### src/rtl/alu_exec.sv
// Multi-cycle execute unit: single-cycle add/sub/shift/rotate plus iterative
// shift-add multiply and restoring divide behind a start/busy/done handshake.
module alu_exec #(
  parameter int WIDTH = 16
) (
  input  logic             clk,
  input  logic             rst,
  input  logic             start,
  input  logic [3:0]       alu_control,
  input  logic [WIDTH-1:0] a,
  input  logic [WIDTH-1:0] b,
  output logic [WIDTH-1:0] result,
  output logic [WIDTH-1:0] result_hi,
  output logic             zero,
  output logic             div_zero,
  output logic             illegal,
  output logic             busy,
  output logic             done
);

  localparam int SW = $clog2(WIDTH);

  localparam logic [3:0] OP_ADD  = 4'b0000;
  localparam logic [3:0] OP_SUB  = 4'b0001;
  localparam logic [3:0] OP_MUL  = 4'b0011;
  localparam logic [3:0] OP_DIV  = 4'b0100;
  localparam logic [3:0] OP_SLL  = 4'b0101;
  localparam logic [3:0] OP_SRL  = 4'b0110;
  localparam logic [3:0] OP_ROL  = 4'b0111;
  localparam logic [3:0] OP_ROR  = 4'b1000;
  localparam logic [3:0] OP_ADDR = 4'b1001;
  localparam logic [3:0] OP_BCMP = 4'b1010;

  typedef enum logic {S_IDLE, S_ITER} state_t;

  state_t           state_q, state_d;
  logic [SW-1:0]    cnt_q, cnt_d;
  logic             is_div_q, is_div_d;
  logic [WIDTH-1:0] hi_q, hi_d;    // mul: upper product / div: remainder
  logic [WIDTH-1:0] lo_q, lo_d;    // mul: lower product / div: dividend->quotient
  logic [WIDTH-1:0] opnd_q, opnd_d; // mul: multiplicand / div: divisor

  logic [WIDTH-1:0] result_q, result_d;
  logic [WIDTH-1:0] result_hi_q, result_hi_d;
  logic             zero_q, zero_d;
  logic             div_zero_q, div_zero_d;
  logic             illegal_q, illegal_d;
  logic             done_q, done_d;

  // Single-cycle datapath
  logic [SW-1:0]      amt;
  logic [2*WIDTH-1:0] dbl_l, dbl_r;
  logic [WIDTH-1:0]   sc_res, sc_hi;
  logic               sc_dz, sc_ill, long_op;

  // Doubling the operand makes the upper/lower halves yield rotate and shift together.
  always_comb begin
    // NOTE: every always_comb output gets a default first so no latch is inferred.
    amt     = b[SW-1:0];
    dbl_l   = {a, a} << amt;
    dbl_r   = {a, a} >> amt;
    sc_res  = '0;
    sc_hi   = '0;
    sc_dz   = 1'b0;
    sc_ill  = 1'b0;
    long_op = 1'b0;
    case (alu_control)
      OP_ADD, OP_ADDR: sc_res = a + b;
      OP_SUB, OP_BCMP: sc_res = a - b;
      OP_MUL:          long_op = 1'b1;
      OP_DIV: begin
        if (b == '0) begin
          sc_res = '1;
          sc_hi  = a;
          sc_dz  = 1'b1;
        end else begin
          long_op = 1'b1;
        end
      end
      OP_SLL:  sc_res = dbl_l[WIDTH-1:0];
      OP_SRL:  sc_res = dbl_r[2*WIDTH-1:WIDTH];
      OP_ROL:  sc_res = dbl_l[2*WIDTH-1:WIDTH];
      OP_ROR:  sc_res = dbl_r[WIDTH-1:0];
      default: sc_ill = 1'b1;
    endcase
  end

  // One iteration step of each engine
  logic [WIDTH:0]   mul_sum;
  logic [WIDTH-1:0] mul_hi, mul_lo;
  logic [WIDTH:0]   div_shift;
  logic             div_ge;
  logic [WIDTH-1:0] div_hi, div_lo;

  always_comb begin
    mul_sum   = {1'b0, hi_q} + (lo_q[0] ? {1'b0, opnd_q} : '0);
    mul_hi    = mul_sum[WIDTH:1];
    mul_lo    = {mul_sum[0], lo_q[WIDTH-1:1]};
    div_shift = {hi_q, lo_q[WIDTH-1]};
    div_ge    = div_shift >= {1'b0, opnd_q};
    // Remainder stays below the divisor, so the W-bit difference is exact.
    div_hi    = div_ge ? (div_shift[WIDTH-1:0] - opnd_q) : div_shift[WIDTH-1:0];
    div_lo    = {lo_q[WIDTH-2:0], div_ge};
  end

  always_comb begin
    state_d     = state_q;
    cnt_d       = cnt_q;
    is_div_d    = is_div_q;
    hi_d        = hi_q;
    lo_d        = lo_q;
    opnd_d      = opnd_q;
    result_d    = result_q;
    result_hi_d = result_hi_q;
    zero_d      = zero_q;
    div_zero_d  = div_zero_q;
    illegal_d   = illegal_q;
    done_d      = 1'b0;

    case (state_q)
      S_IDLE: begin
        if (start) begin
          if (long_op) begin
            is_div_d = (alu_control == OP_DIV);
            hi_d     = '0;
            lo_d     = (alu_control == OP_DIV) ? a : b;
            opnd_d   = (alu_control == OP_DIV) ? b : a;
            cnt_d    = '0;
            state_d  = S_ITER;
          end else begin
            result_d    = sc_res;
            result_hi_d = sc_hi;
            zero_d      = (sc_res == '0);
            div_zero_d  = sc_dz;
            illegal_d   = sc_ill;
            done_d      = 1'b1;
          end
        end
      end
      S_ITER: begin
        hi_d  = is_div_q ? div_hi : mul_hi;
        lo_d  = is_div_q ? div_lo : mul_lo;
        cnt_d = cnt_q + 1'b1;
        if (cnt_q == SW'(WIDTH - 1)) begin
          result_d    = lo_d;
          result_hi_d = hi_d;
          zero_d      = (lo_d == '0);
          div_zero_d  = 1'b0;
          illegal_d   = 1'b0;
          done_d      = 1'b1;
          cnt_d       = '0;
          state_d     = S_IDLE;
        end
      end
      default: state_d = S_IDLE;
    endcase
  end

  // NOTE: sequential state uses non-blocking assignments so all flops update together.
  always_ff @(posedge clk) begin
    if (rst) begin
      state_q     <= S_IDLE;
      cnt_q       <= '0;
      is_div_q    <= 1'b0;
      hi_q        <= '0;
      lo_q        <= '0;
      opnd_q      <= '0;
      result_q    <= '0;
      result_hi_q <= '0;
      zero_q      <= 1'b0;
      div_zero_q  <= 1'b0;
      illegal_q   <= 1'b0;
      done_q      <= 1'b0;
    end else begin
      state_q     <= state_d;
      cnt_q       <= cnt_d;
      is_div_q    <= is_div_d;
      hi_q        <= hi_d;
      lo_q        <= lo_d;
      opnd_q      <= opnd_d;
      result_q    <= result_d;
      result_hi_q <= result_hi_d;
      zero_q      <= zero_d;
      div_zero_q  <= div_zero_d;
      illegal_q   <= illegal_d;
      done_q      <= done_d;
    end
  end

  assign result    = result_q;
  assign result_hi = result_hi_q;
  assign zero      = zero_q;
  assign div_zero  = div_zero_q;
  assign illegal   = illegal_q;
  assign busy      = (state_q == S_ITER);
  assign done      = done_q;

endmodule

### config.mk
export PLATFORM = sky130hd
export DESIGN_NAME = alu_exec
export DESIGN_NICKNAME = d
export VERILOG_FILES = /design/src/rtl/alu_exec.sv
export SDC_FILE = /design/constraint.sdc
export NUM_CORES = 1
export LEC_CHECK = 0
export CAP_MARGIN = 20
export CORE_UTILIZATION = 57
export CTS_BUF_LIST = sky130_fd_sc_hd__clkbuf_8
export DETAILED_ROUTE_END_ITERATION = 8
export GPL_TIMING_DRIVEN = 0
export PLACE_DENSITY = 0.78
export SETUP_SLACK_MARGIN = 0.02
export SYNTH_ARGS = -nofsm -noshare
export SYNTH_HDL_FRONTEND = slang
export SYNTH_SLANG_ARGS = --single-unit
### constraint.sdc
create_clock -name clk -period 7.42 [get_ports clk]
set_input_delay 2.226 -clock clk [delete_from_list [all_inputs] [get_ports clk]]
set_output_delay 2.226 -clock clk [all_outputs]
set_load 0.03 [all_outputs]
Yosys cells after proc, flatten, opt, wreduce, memory -nomap -nowiden
Index checks and enable logic that the tools add are counted.
Widths: inputs -> output; s select.

word-level totals
  register bits = 90
  bits in latches = 0
  RAM bits = 0
  bits in read-only memories = 0
  output and inout port bits = 37
  word-level logic and storage cells = 97
  memories = 0

cells by class
  add/subtract/negate cells = 5
  multiply operators = 0
  divide/modulo/power cells = 0
  $lt $le $gt $ge = 1
  eq/ne operators = 14
  shifts and indexed selects = 2
  multiplexer cells = 52
  bitwise operators = 1
  reductions and logical operators = 10

operator list
  operator             number
  $mux 16              19
  $pmux 16 s2          4
  $pmux 16 s7          1
  $logic_not 16->1     3
  $shl 32x4->32        1
  $shr 32x4->32        1
  $sub 16x16->16       2
  $mux 1               18
  $add 16x16->17       1
  $ge 17x16->1         1
  $add 16x16->16       1
  $eq 4x3->1 const B   4
  $eq 4x4->1 const B   4
  $mux 4               3
  $pmux 1 s2           6
  $reduce_or 10->1     1
  $pmux 4 s2           1
  $ne 2x2->1 const B   3
  $reduce_and 3->1     2
  $add 4x1->4 const B  1
  $eq 4x1->1 const B   1
  $eq 4x2->1 const B   1
  $logic_not 4->1      1
  $reduce_or 2->1      2
  other kinds (3)      3

Depth between registers and ports, before layout
Gate-level depths: netlist of the first run.

  depth in word-level cells = 7
  gate-level depth with buffers = 19
  depth with buffers taken out = 16

Worst setup path before layout of the first run
No wires, ideal clock.

  path type = input port to flip-flop
  start = input alu_control[1]
  end = register zero_q (netlist: zero)
  library setup time = 0.069 ns
  arrival = 5.893 ns
  required time = 7.351 ns
  path slack = 1.459 ns
  cell stages on the path = 15
  cell sequence = clkbuf_1 or3b_2 a21oi_1 clkbuf_1 nor2_1 xnor2_1 ha_1 a2111o_1 o2111ai_1 a21oi_1 or3_1 a311o_1 a2111oi_0 nand3_1 o21ai_1

on the way
  longest elaborated chain between the ends = 7
  elaborated cells on any way between the ends = 20
  classes of those cells = eq/ne: 10; mux: 5; reduce/logical: 5

RTL lines
  what                                RTL line  text
  start: declaration                  9         input logic [3:0] alu_control,
  $eq 4x1->1 (tied with other cells)  67        case (alu_control)
  $reduce_or 2->1                     n/a
  $pmux 16 s7                         67
  $logic_not 16->1                    133       zero_d = (sc_res == '0);
  $mux 1                              123       if (long_op) begin
  $mux 1                              122       if (start) begin
  $pmux 1 s2                          120       case (state_q)
  end signal: assignment              183       zero_q <= zero_d;
  end: declaration                    45        logic zero_q, zero_d;

Parallel ways exist; a longest one is shown, timed or not. The select of a mux whose other input is x is not followed.
A chain may end at the register's enable or synchronous reset.

Final worst setup path of the first run
  start = input alu_control[0]
  end = register zero_q (netlist: zero)

The elaborated chain is that of the path after synthesis.

==> metrics.md, run 1 <==
| Metric | Value |
|---|---|
| TNS Setup | `0 ps` |
| CP required | `7730 ps` |
| Grt ovf | `0` |
| Worst reg2reg setup slack | `3170 ps` |
| Clock sink count | `90` |
| DRC violations left | `0` |
| # Max-Cap Violations | `0` |
| Num CTS Buffers | `9` |
| CTS root buffer | `clkbuf_8` |
| Sequential share of the synthesized area | `0.197` |
| Count of endpoints failing setup in the final report | `0` |
| Global Route Usage Sum | `0.441` |
| FF+latch area | `1800 µm²` |
| Hold Buf Count CTS | `0` |
| Via density | `7.01` |
| Share of the synthesized area in the top cell type | `0.197` |
| Vias in the first global route | `about 9400` |
| Synth unique cells | `76` |
| R2R Path End | `result[0]` |
| Startpoint types | `primary input` |
| Starting density of the core | `0.593` |
| Die area | `16500 µm²` |
| FF+latch count, synth | `90` |
| 1st-iter DRT viols | `1432` |
| Critical path, cell by cell | `clkdlybuf4s50_1 > or3b_2 > a21oi_1 > clkbuf_1 > mux2i_1 > fa_1 > a21oi_1 > o2111ai_1 > a21oi_1 > o211ai_1 > xor2_1 > a221o_1 > a2111oi_0 > nand3_1 > o21ai_1` |
| Final RePlAce weighted congestion | `1.08` |
| Final worst-path cycle share | `0.943` |
| # fillers | `1405` |
| Worst hold endpoint | `result[4]` |
| CTS tree | `built` |
| Nets | `between 1000 and 1500` |
| RSZ-0062 raised after global routing | `no` |
| Critical Path Start | `alu_control[0]` |
| Critical path's most frequent cell | `a21oi_1` |
| PwrDens | `139 nW/µm²` |
| Mean routed wirelength per cell | `24.5 µm` |
| Syn Nets | `1276` |
| Final min period | `7000 ps` |
| Post-synth EDFFs | `0` |
| Slew @ Worst Pin | `1070 ps` |
| Syn avg cell area | `approximately 7.7 µm²` |
| Area grow syn2layout | `12.9%` |
| PostCTS Resize Cnt | `0` |
| Max Freq | `0.143 GHz` |
| Post-route setup slack | `425 ps` |
| R2R Path Start | `opnd_q[1]` |
| Die Span Y | `between 100 and 150 µm` |
| Ys flop type | `dfxtp_1` |
| Worst path slowest cell | `clkdlybuf4s50_1` |
| Place WS | `around 200 ps` |
| Clock Skews | `19.5 ps` |
| Row count | `45` |
| First-pass GRT wire length | `54800 µm` |
| Slowest stage delay, CP | `620 ps` |
| Final Max Slew Viols | `0` |
| Post-DP HPWL | `roughly 28000 µm` |
| CP Capture Type | `flop` |
| Multi-input gate area | `6760 µm²` |
| Clk Latency, worst-skew pair | `390 ps` |
| Die X | `129 µm` |
| Clk buf depth | `2` |
| Post-CTS Setup Bufs | `0` |
| Total power | `1440 µW` |
| Largest net degree at the start of global routing | `18` |
| Synth async-reset ratio | `0` |
| Slew headroom | `0.281` |
| Status | `complete, no violations` |
| Cell Area, Synth | `9140 µm²` |
| Hold crit path type | `flop to flop` |
| Hold Path Cell Cnt | `2` |
| Hold Path Origin | `result[4]` |
| Critical Path Fanout Max | `10` |
| Syn. warnings | `0` |
| Final hold violation count | `0` |
| Lkg Pwr | `0.00373 µW` |
| Initial antenna violation count | `1` |
| First-pass detailed-route iteration total | `6` |
| # IOs | `76` |
| Port Buffers | `71` |
| Setup CP Type | `primary input to flop` |
| Area leader, netlist | `dfxtp_1` |
| Routed Antenna Nets | `0` |
| Via count | `10400` |
| H-tree levels | `3` |
| Largest cells by area after synthesis | `dfxtp_1, ha_1, a21oi_1` |
| Data arrival, critical path | `7310 ps` |
| Post-Synthesis Cells | `1184` |
| Total wire length | `36300 µm` |
| Maximum vdd drop | `0.181 mV` |
| Hold slack | `458 ps` |
| Core Area | `15400 µm²` |
| Reg clk slew, reported paths | `90 ps` |
| Ratio of cells with drive above 1 in the final layout | `0.0833` |
| Reg2Reg Depth | `12` |
## cell type report
type	instances	area share
timing repair buffer	73	0.0704
tap	211	0.0256
sequential	90	0.174
buffer	96	0.0408
clock buffer	10	0.0133
antenna	1	0.000242
multi-input combinational	955	0.655
clock inverter	6	0.00533
inverter	42	0.0153
## layer usage
metal	track usage	wire length [µm]
met1	0.611	14600
met2	0.641	15100
met3	0.104	4810
met4	0.218	1780
met5	0	0
## logic make-up after synthesis
group | after synthesis | synth area share
compound gates | 376 | 0.269
xor+xnor | 48 | 0.0460
fa+ha+maj | 53 | 0.0750
flops | 90 | 0.197
simple gates | 367 | 0.192
buf+inv | 139 | 0.0638
mux | 111 | 0.158
## cells in the mapped netlist (all sizes together), types with 4 or more instances
cell type,n
or4,5
and3,8
ha,50
nor2b,12
o211ai,26
nor2,117
a221oi,14
mux2i,55
o21a,8
and2,23
a31o,4
clkbuf,72
xnor2,35
o22ai,4
a2111oi,5
nand2,105
a31oi,19
a311o,5
nor4b,5
o21ai,71
or3,6
mux4,23
buf,25
inv,41
xor2,13
nand3b,6
nor3,21
a211o,5
a21oi,119
mux2,33
nor4,8
nand2b,9
nand4,8
a22oi,6
a211oi,26
a21o,11
dfxtp,90
o2111ai,6
a32oi,5
nand3,24
a32o,5
o31ai,5
## critical path: cells and delay by family
family	cells	cell delay [ps]
buffers and inverters	2	1130
multiplexers	1	250
AO/OA/AOI/OAI	8	2410
AND/OR/NAND/NOR	2	630
adder cells (fa/ha/maj)	1	480
XOR/XNOR	1	180
## flip-flops by register name (all words and copies together) (netlist names), 4 cells and up
signal / cells
hi_q: 16
result_hi: 16
lo_q: 16
opnd_q: 16
result: 16
cnt_q: 4
## worst max path at each step
stage / end / slack [ps] / cells past startpoint
2_1_floorplan: zero / 1460 / 15
3_3_place_gp: zero / 250 / 18
3_5_place_dp: zero / 200 / 18
4_1_cts: zero / 550 / 18
5_1_grt: zero / 60 / 15
6_report: zero / 420 / 15
## layout by cell type (no fill, tap or decap), types with 6 or more instances in the layout
| master | count |
|---|---|
| a21oi_1 | 118 |
| or3_1 | 6 |
| nand4_1 | 8 |
| a21o_1 | 11 |
| ha_1 | 50 |
| nor4_1 | 8 |
| nand2b_1 | 9 |
| a211oi_1 | 26 |
| mux4_2 | 23 |
| and2_1 | 23 |
| nor3_1 | 20 |
| clkbuf_8 | 10 |
| nand3b_1 | 6 |
| nand3_1 | 24 |
| mux2_2 | 33 |
| mux2i_1 | 55 |
| buf_2 | 13 |
| nor2b_1 | 11 |
| a22oi_1 | 6 |
| nor2_1 | 117 |
| clkdlybuf4s50_1 | 71 |
| nand2_1 | 105 |
| o211ai_1 | 26 |
| and3_1 | 8 |
| dfxtp_1 | 90 |
| inv_1 | 41 |
| o2111ai_1 | 6 |
| o21a_1 | 8 |
| a31oi_1 | 19 |
| xor2_1 | 13 |
| a221oi_1 | 14 |
| xnor2_1 | 35 |
| o21ai_0 | 66 |
| clkbuf_1 | 72 |
## report_power, final
part	internal, µW	total, µW	switching (µW)
clock	138	343	205
sequential	502	515	13.2
combinational	220	582	362
## through the flow
step	instances	instance area, µm²	util
floorplan	1184	9140	-
global placement	1466	10100	0.656
detailed placement	1467	10100	0.657
CTS	1483	10300	0.669
global route	1483	10300	0.669
finish	1484	10300	0.669
(Power assumes the default switching activity.)
==> inputs of run 2 (changes only) <==
- CORE_UTILIZATION: 57 -> 58
- PLACE_DENSITY: 0.78 -> 0.79
==> run 2 against run 1 <==
  * Worst hold slack improved by 1.6 ps
  * Sequential power barely moved
  * Global-route usage rose by 0.43 points
  * Critical path depth did not move
  * Register-to-register slack improved by 50 ps
  * Sequential cell count did not move
  * Core utilization rose by 0.40 points
  * Critical path type unchanged
  * Largest cell class unchanged
  * Highest routed layer unchanged
==> metrics.md, run 2 (same netlist as run 1, synthesis figures left out) <==
| Metric | Value |
|---|---|
| Clk Latency, worst-skew pair | `400 ps` |
| Top Family by Delay on Critical Path | `compound AO/OA/AOI/OAI gates` |
| TNS Setup | `0 ps` |
| Die X | `128 µm` |
| Multi-input gate area | `6760 µm²` |
| Maximum vdd drop | `0.113 mV` |
| Clock sink count | `90` |
| Worst path slowest cell | `a2111oi_0` |
| Critical path, cell by cell | `clkdlybuf4s50_1 > or3b_2 > a21oi_1 > clkbuf_1 > mux2i_1 > fa_1 > a21oi_1 > o21bai_1 > xor2_1 > a2111oi_0 > o211ai_1 > nor2_1 > nor4b_1 > nand3_1 > o21ai_1` |
| Largest net degree at the start of global routing | `17` |
| 1st-iter DRT viols | `1596` |
| Nets | `1360` |
| Logic gate share of total power | `0.407` |
| CTS tree | `built` |
| Post-DP HPWL | `~28000 µm` |
| PostCTS Resize Cnt | `0` |
| Port Buffers | `71` |
| Commonest cells after routing, fill and taps aside | `a21oi_1, nor2_1, nand2_1, dfxtp_1, clkbuf_1` |
| Num CTS Buffers | `9` |
| Startpoint types | `primary input` |
| Final RePlAce weighted congestion | `about 1.1` |
| Met2 wire length | `15200 µm` |
| DRC violations left | `0` |
| Routed Antenna Nets | `0` |
| Row count | `between 40 and 50` |
| Status | `complete, no violations` |
| RSZ-0062 raised after global routing | `no` |
| Final min period | `7140 ps` |
| Data arrival, critical path | `7460 ps` |
| Hold crit path type | `flop to flop` |
| Grt ovf | `0` |
| # fillers | `~1300` |
| Slew @ Worst Pin | `982 ps` |
| # Max-Cap Violations | `0` |
| Count of endpoints failing setup in the final report | `0` |
| Via count | `10400` |
| CP Capture Type | `flop` |
| Die area | `16300 µm²` |
| Hold Buf Count CTS | `0` |
| CP required | `7740 ps` |
| WL met1 | `14400 µm` |
| Net Sw Power | `slightly below 600 µW` |
| Most common cell after layout, fill and taps aside | `a21oi_1` |
| ANT cells | `0` |
| FF+latch area | `around 1800 µm²` |
| Mean routed wirelength per cell | `roughly 25 µm` |
| Total wire length | `36700 µm` |
| First-pass GRT wire length | `54500 µm` |
| # IOs | `between 70 and 80` |
| Slowest stage delay, CP | `860 ps` |
| Global Route Usage Sum | `0.446` |
| WP buf/inv | `2` |
| Max Freq | `between 0.1 and 0.15 GHz` |
| Clock Skews | `17.9 ps` |
| Final Max Slew Viols | `0` |
| Int Pwr | `857 µW` |
| Starting density of the core | `0.597` |
| Slew headroom | `0.340` |
| Final hold violation count | `0` |
| Setup CP Type | `primary input to flop` |
| Sw frac | `0.406` |
| Vias in the first global route | `between 9000 and 10000` |
| Sequential power share | `0.357` |
| Area grow syn2layout | `12.8%` |
| Core Area | `15300 µm²` |
| Lkg Pwr | `0.00373 µW` |
| CTS root buffer | `clkbuf_8` |
| H-tree levels | `3` |
| Ratio of cells with drive above 1 in the final layout | `0.0833` |
| Post-CTS Setup Bufs | `0` |
| Clock network fraction of design power | `0.236` |
| Clk buf depth | `2` |
| Initial antenna violation count | `0` |
| Critical path's most frequent cell | `a21oi_1` |
| Top sig layer | `met4` |
| First-pass detailed-route iteration total | `8` |
| DR WL met3 | `5430 µm` |
| Via density | `just over 7` |
| Final worst-path cycle share | `0.963` |
| Hold slack | `459 ps` |
| PwrDens | `140 nW/µm²` |
| Reg clk slew, reported paths | `90 ps` |
| Die Span Y | `roughly 130 µm` |
| Critical Path Fanout Max | `10` |
==> run 2: cell types whose count changed in the layout (fill, tap and decap cells not counted) <==
cell	before	now
diode_2	1	0
clkdlybuf4s15_2	1	0
buf_2	13	15
buf_1	4	5
clkinv_2	0	2
clkbuf_2	1	0
inv_8	2	1
clkinvlp_4	2	1
==> run 2: worst reg2reg max path, stage by stage, from the launching register on <==
cell and delay [ps]:
dfxtp_1 390, inv_1 100, ha_1 290, nor2b_1 140
o31ai_1 350, nor4b_1 410, o311ai_1 360, o211ai_1 570
nand2_1 390, buf_2 340, mux2i_1 410, a211o_1 240
a21oi_1 80
==> run 2: path summary, 6_finish.rpt <==
kind	from	end	slack (ps)	depth (start not counted)
hold / removal	result[3]	result[3]	460	2
setup / recovery	alu_control[0]	zero	280	15
setup reg to reg	opnd_q[1]	result[0]	3220	12
hold reg to reg	result[3]	result[3]	460	2
==> run 2: metrics by stage <==
step	cells	total power, µW	cell area [µm²]	util	setup WS, ps
after CTS	1483	1410	10300	0.673	546
after floorplan	1184	895	9140	-	1460
after global routing	1484	1490	10300	0.673	148
after global placement	1466	1080	10100	0.661	-17.6
after detailed placement	1467	1080	10100	0.661	168
final	1484	1440	10300	0.673	277
==> run 2: routing by layer <==
metal | up-vias | GRT usage
met3 | 177 | 0.128
met5 | - | 0
met2 | 870 | 0.663
met4 | 0 | 0.194
met1 | 4824 | 0.598
li1 | 4569 | -
==> run 2: power groups by stage <==
stage | registers (µW) | clock network (µW) | logic (µW)
4_1_cts | 515 | 333 | 561
5_1_grt | 517 | 356 | 613
3_3_place_gp | 525 | 0 | 556
3_5_place_dp | 525 | 0 | 558
2_1_floorplan | 549 | 0 | 346
6_report | 515 | 341 | 587
==> run 2: area by class of cell <==
cell class / instances / area share
inverters: 42 / 0.0153
multi-input cells: 955 / 0.655
repair buffers: 73 / 0.0699
clock inverters: 6 / 0.00449
flip-flops and latches: 90 / 0.175
clock buffers: 10 / 0.0133
well taps: 211 / 0.0256
plain buffers: 97 / 0.0413
==> inputs of run 3 (changes only) <==
- ABC_AREA: default -> 1
- CORE_UTILIZATION: 58 -> 40
- PLACE_DENSITY: 0.79 -> default
==> run 3 against run 2 <==
  * Die area increased by 50%
  * Clock power increased by 14%
  * Clock skew decreased by 10 ps
  * First-iteration DRC count decreased by 29%
  * Sequential share of layout area decreased by 0.90 points
  * Synthesized cell count increased by 40%
  * Via count increased by 11%
  * Final cell count increased by 39%
  * Cell area increased by 5.4%
  * Sequential cell count unchanged
  * Sequential power increased by 1%
  * Core utilization decreased by 21 points
==> metrics.md, run 3 <==
| Metric | Value |
|---|---|
| RSZ-0062 raised after global routing | `no` |
| Syn. warnings | `0` |
| First-pass detailed-route iteration total | `6` |
| CTS root buffer | `clkbuf_8` |
| Post-synth EDFFs | `0` |
| Top Family by Delay on Critical Path | `simple AND/OR/NAND/NOR gates` |
| Starting density of the core | `0.407` |
| Post-DP HPWL | `around 34000 µm` |
| Global Route Usage Sum | `0.349` |
| Die area | `between 20000 and 25000 µm²` |
| Logic gate share of total power | `0.404` |
| Cell Area, Synth | `9530 µm²` |
| Initial antenna violation count | `0` |
| Most common cell in the netlist | `nand2_1` |
| Syn Nets | `1747` |
| Clock Skews | `7.90 ps` |
| # IOs | `76` |
| Mean routed wirelength per cell | `20.6 µm` |
| Net Sw Power | `between 600 and 700 µW` |
| WP buf/inv | `6` |
| Critical Path Fanout Max | `10` |
| Status | `complete, no violations` |
| First-pass GRT wire length | `roughly 64000 µm` |
| Total wire length | `42400 µm` |
| Synth async-reset ratio | `0` |
| Critical path's most frequent cell | `nand2_1` |
| CP required | `7740 ps` |
| Worst path slowest cell | `clkdlybuf4s50_1` |
| Sequential share of the synthesized area | `0.189` |
| Final min period | `approximately 6000 ps` |
| Row count | `56` |
| CTS tree | `built` |
| Synth cell count leaders | `nand2_1, nand3_1, inv_1, a21oi_1, nor2_1` |
| PostCTS Resize Cnt | `0` |
| ANT cells | `0` |
| Hold crit path type | `flop to flop` |
| Largest cells by area after synthesis | `nand2_1, dfxtp_1, nand3_1` |
| Die Span Y | `156 µm` |
| Count of endpoints failing setup in the final report | `0` |
| Reg clk slew, reported paths | `approximately 110 ps` |
| Core Area | `23400 µm²` |
| Synth unique cells | `46` |
| PwrDens | `between 100 and 150 nW/µm²` |
| Slew headroom | `0.350` |
| Ratio of cells with drive above 1 in the final layout | `0.0597` |
| CP Capture Type | `flop` |
| Nets | `1830` |
| Slew @ Worst Pin | `968 ps` |
| Share of the synthesized area in the top cell type | `0.203` |
| Total power | `1520 µW` |
| Routed Antenna Nets | `0` |
| Post-CTS Setup Bufs | `0` |
| Final hold violation count | `0` |
| Via density | `5.64` |
| TNS Setup | `0 ps` |
| Lkg Pwr | `0.00514 µW` |
| Final RePlAce weighted congestion | `a little under 1` |
| Final Max Slew Viols | `0` |
| Startpoint types | `primary input` |
| Most common cell after layout, fill and taps aside | `nand2_1` |
| Max Freq | `0.168 GHz` |
| DRC violations left | `0` |
| Clk buf depth | `2` |
| Commonest cells after routing, fill and taps aside | `nand2_1, nand3_1, inv_1, a21oi_1, nor2_1` |
| Via count | `~12000` |
| Maximum vdd drop | `0.0771 mV` |
| Post-Synthesis Cells | `1655` |
| Final worst-path cycle share | `0.804` |
| Port Buffers | `72` |
| Area leader, netlist | `nand2_1` |
| Ys flop type | `dfxtp_1` |
| Hold Buf Count CTS | `0` |
| Setup CP Type | `primary input to flop` |
| Clk Latency, worst-skew pair | `380 ps` |
| # Max-Cap Violations | `0` |
| Slowest stage delay, CP | `approximately 500 ps` |
| Sw frac | `0.431` |
| Area grow syn2layout | `14.1%` |
| 1st-iter DRT viols | `1132` |
| Largest net degree at the start of global routing | `19` |
| Syn avg cell area | `approximately 5.8 µm²` |
| FF+latch count, synth | `90` |
| Die X | `156 µm` |
| Num CTS Buffers | `9` |
| Clock network fraction of design power | `0.255` |
| Clock sink count | `90` |
| Grt ovf | `0` |
| Sequential power share | `0.341` |
| Int Pwr | `868 µW` |
| Vias in the first global route | `10800` |
| H-tree levels | `3` |
| Data arrival, critical path | `6290 ps` |
-- run 3: changes by cell type after synthesis, sizes merged, moves of 26 or more --
| cell | change |
|---|---|
| clkbuf | -41 |
| a31oi | +26 |
| xnor2 | -28 |
| nand3 | +200 |
| o21ai | +43 |
| nand2 | +425 |
| mux2i | -52 |
| a211oi | -26 |
| mux2 | -33 |
| inv | +116 |
-- run 3: layer usage --
layer	global-route usage	share of wire	routed length, µm
met1	0.446	0.42	17900
met2	0.587	0.46	19600
met5	0	0	0
met4	0.176	0.054	2290
met3	0.0307	0.062	2620
-- run 3: cell families after synthesis --
| family | Yosys count | share of synthesized area |
|---|---|---|
| muxes | 3 | 0.00315 |
| xor gates and xnor gates | 33 | 0.0303 |
| AOI/OAI and AO/OA | 311 | 0.179 |
| DFF | 90 | 0.189 |
| and+or+nand+nor | 928 | 0.423 |
| adders and majority gates | 53 | 0.0719 |
| buffers and inverters | 237 | 0.104 |
-- run 3: power by group through the flow --
stage / Combinational [µW] / Sequential [µW] / Clock (µW)
after floorplan: 360 / 556 / 0
after global placement: 604 / 531 / 0
after detailed placement: 602 / 531 / 0
after CTS: 605 / 520 / 388
after global routing: 670 / 523 / 408
final: 616 / 521 / 388
-- run 3: worst reg2reg max path, stage by stage (launching register included) --
cell      delay (ps)
dfxtp_1          320
clkbuf_1         430
clkbuf_1         500
nand2_1          120
inv_1             70
ha_1             270
a21oi_1          230
nor2_1            60
nor2_1            80
inv_1             80
a21oi_1          110
nand2_1          130
o21ai_0          170
nand2_1           60
nor2_1           130
o21ai_0          210
a21oi_1          190
-- run 3: per-stage QoR --
step	setup WS [ps]	std cells	hold WS, ps	cell area (µm²)	utilization
2_1_floorplan	2520	1655	440	9530	-
3_3_place_gp	1170	2046	449	10700	0.455
3_5_place_dp	1150	2046	460	10700	0.455
4_1_cts	1540	2062	475	10900	0.465
5_1_grt	1170	2062	500	10900	0.465
6_report	1450	2062	473	10900	0.465
-- run 3: worst paths after layout --
check	depth (start not counted)	slack [ps]	endpoint	from
worst max-delay path	25	1450	zero	alu_control[1]
worst min-delay path	2	470	lo_q[15]	lo_q[15]
worst max register to register	16	4190	result_hi[10]	lo_q[0]
worst min register to register	2	470	lo_q[15]	lo_q[15]
-- run 3: cell type report --
cell class / count / area (µm²)
Fill cell: 2629 / 12500
Clock buffer: 9 / 124
Inverter: 161 / 612
Clock inverter: 7 / 100
Multi-Input combinational cell: 1328 / 6740
Timing Repair Buffer: 72 / 721
Sequential cell: 90 / 1800
Buffer: 76 / 380
Tap cell: 319 / 399
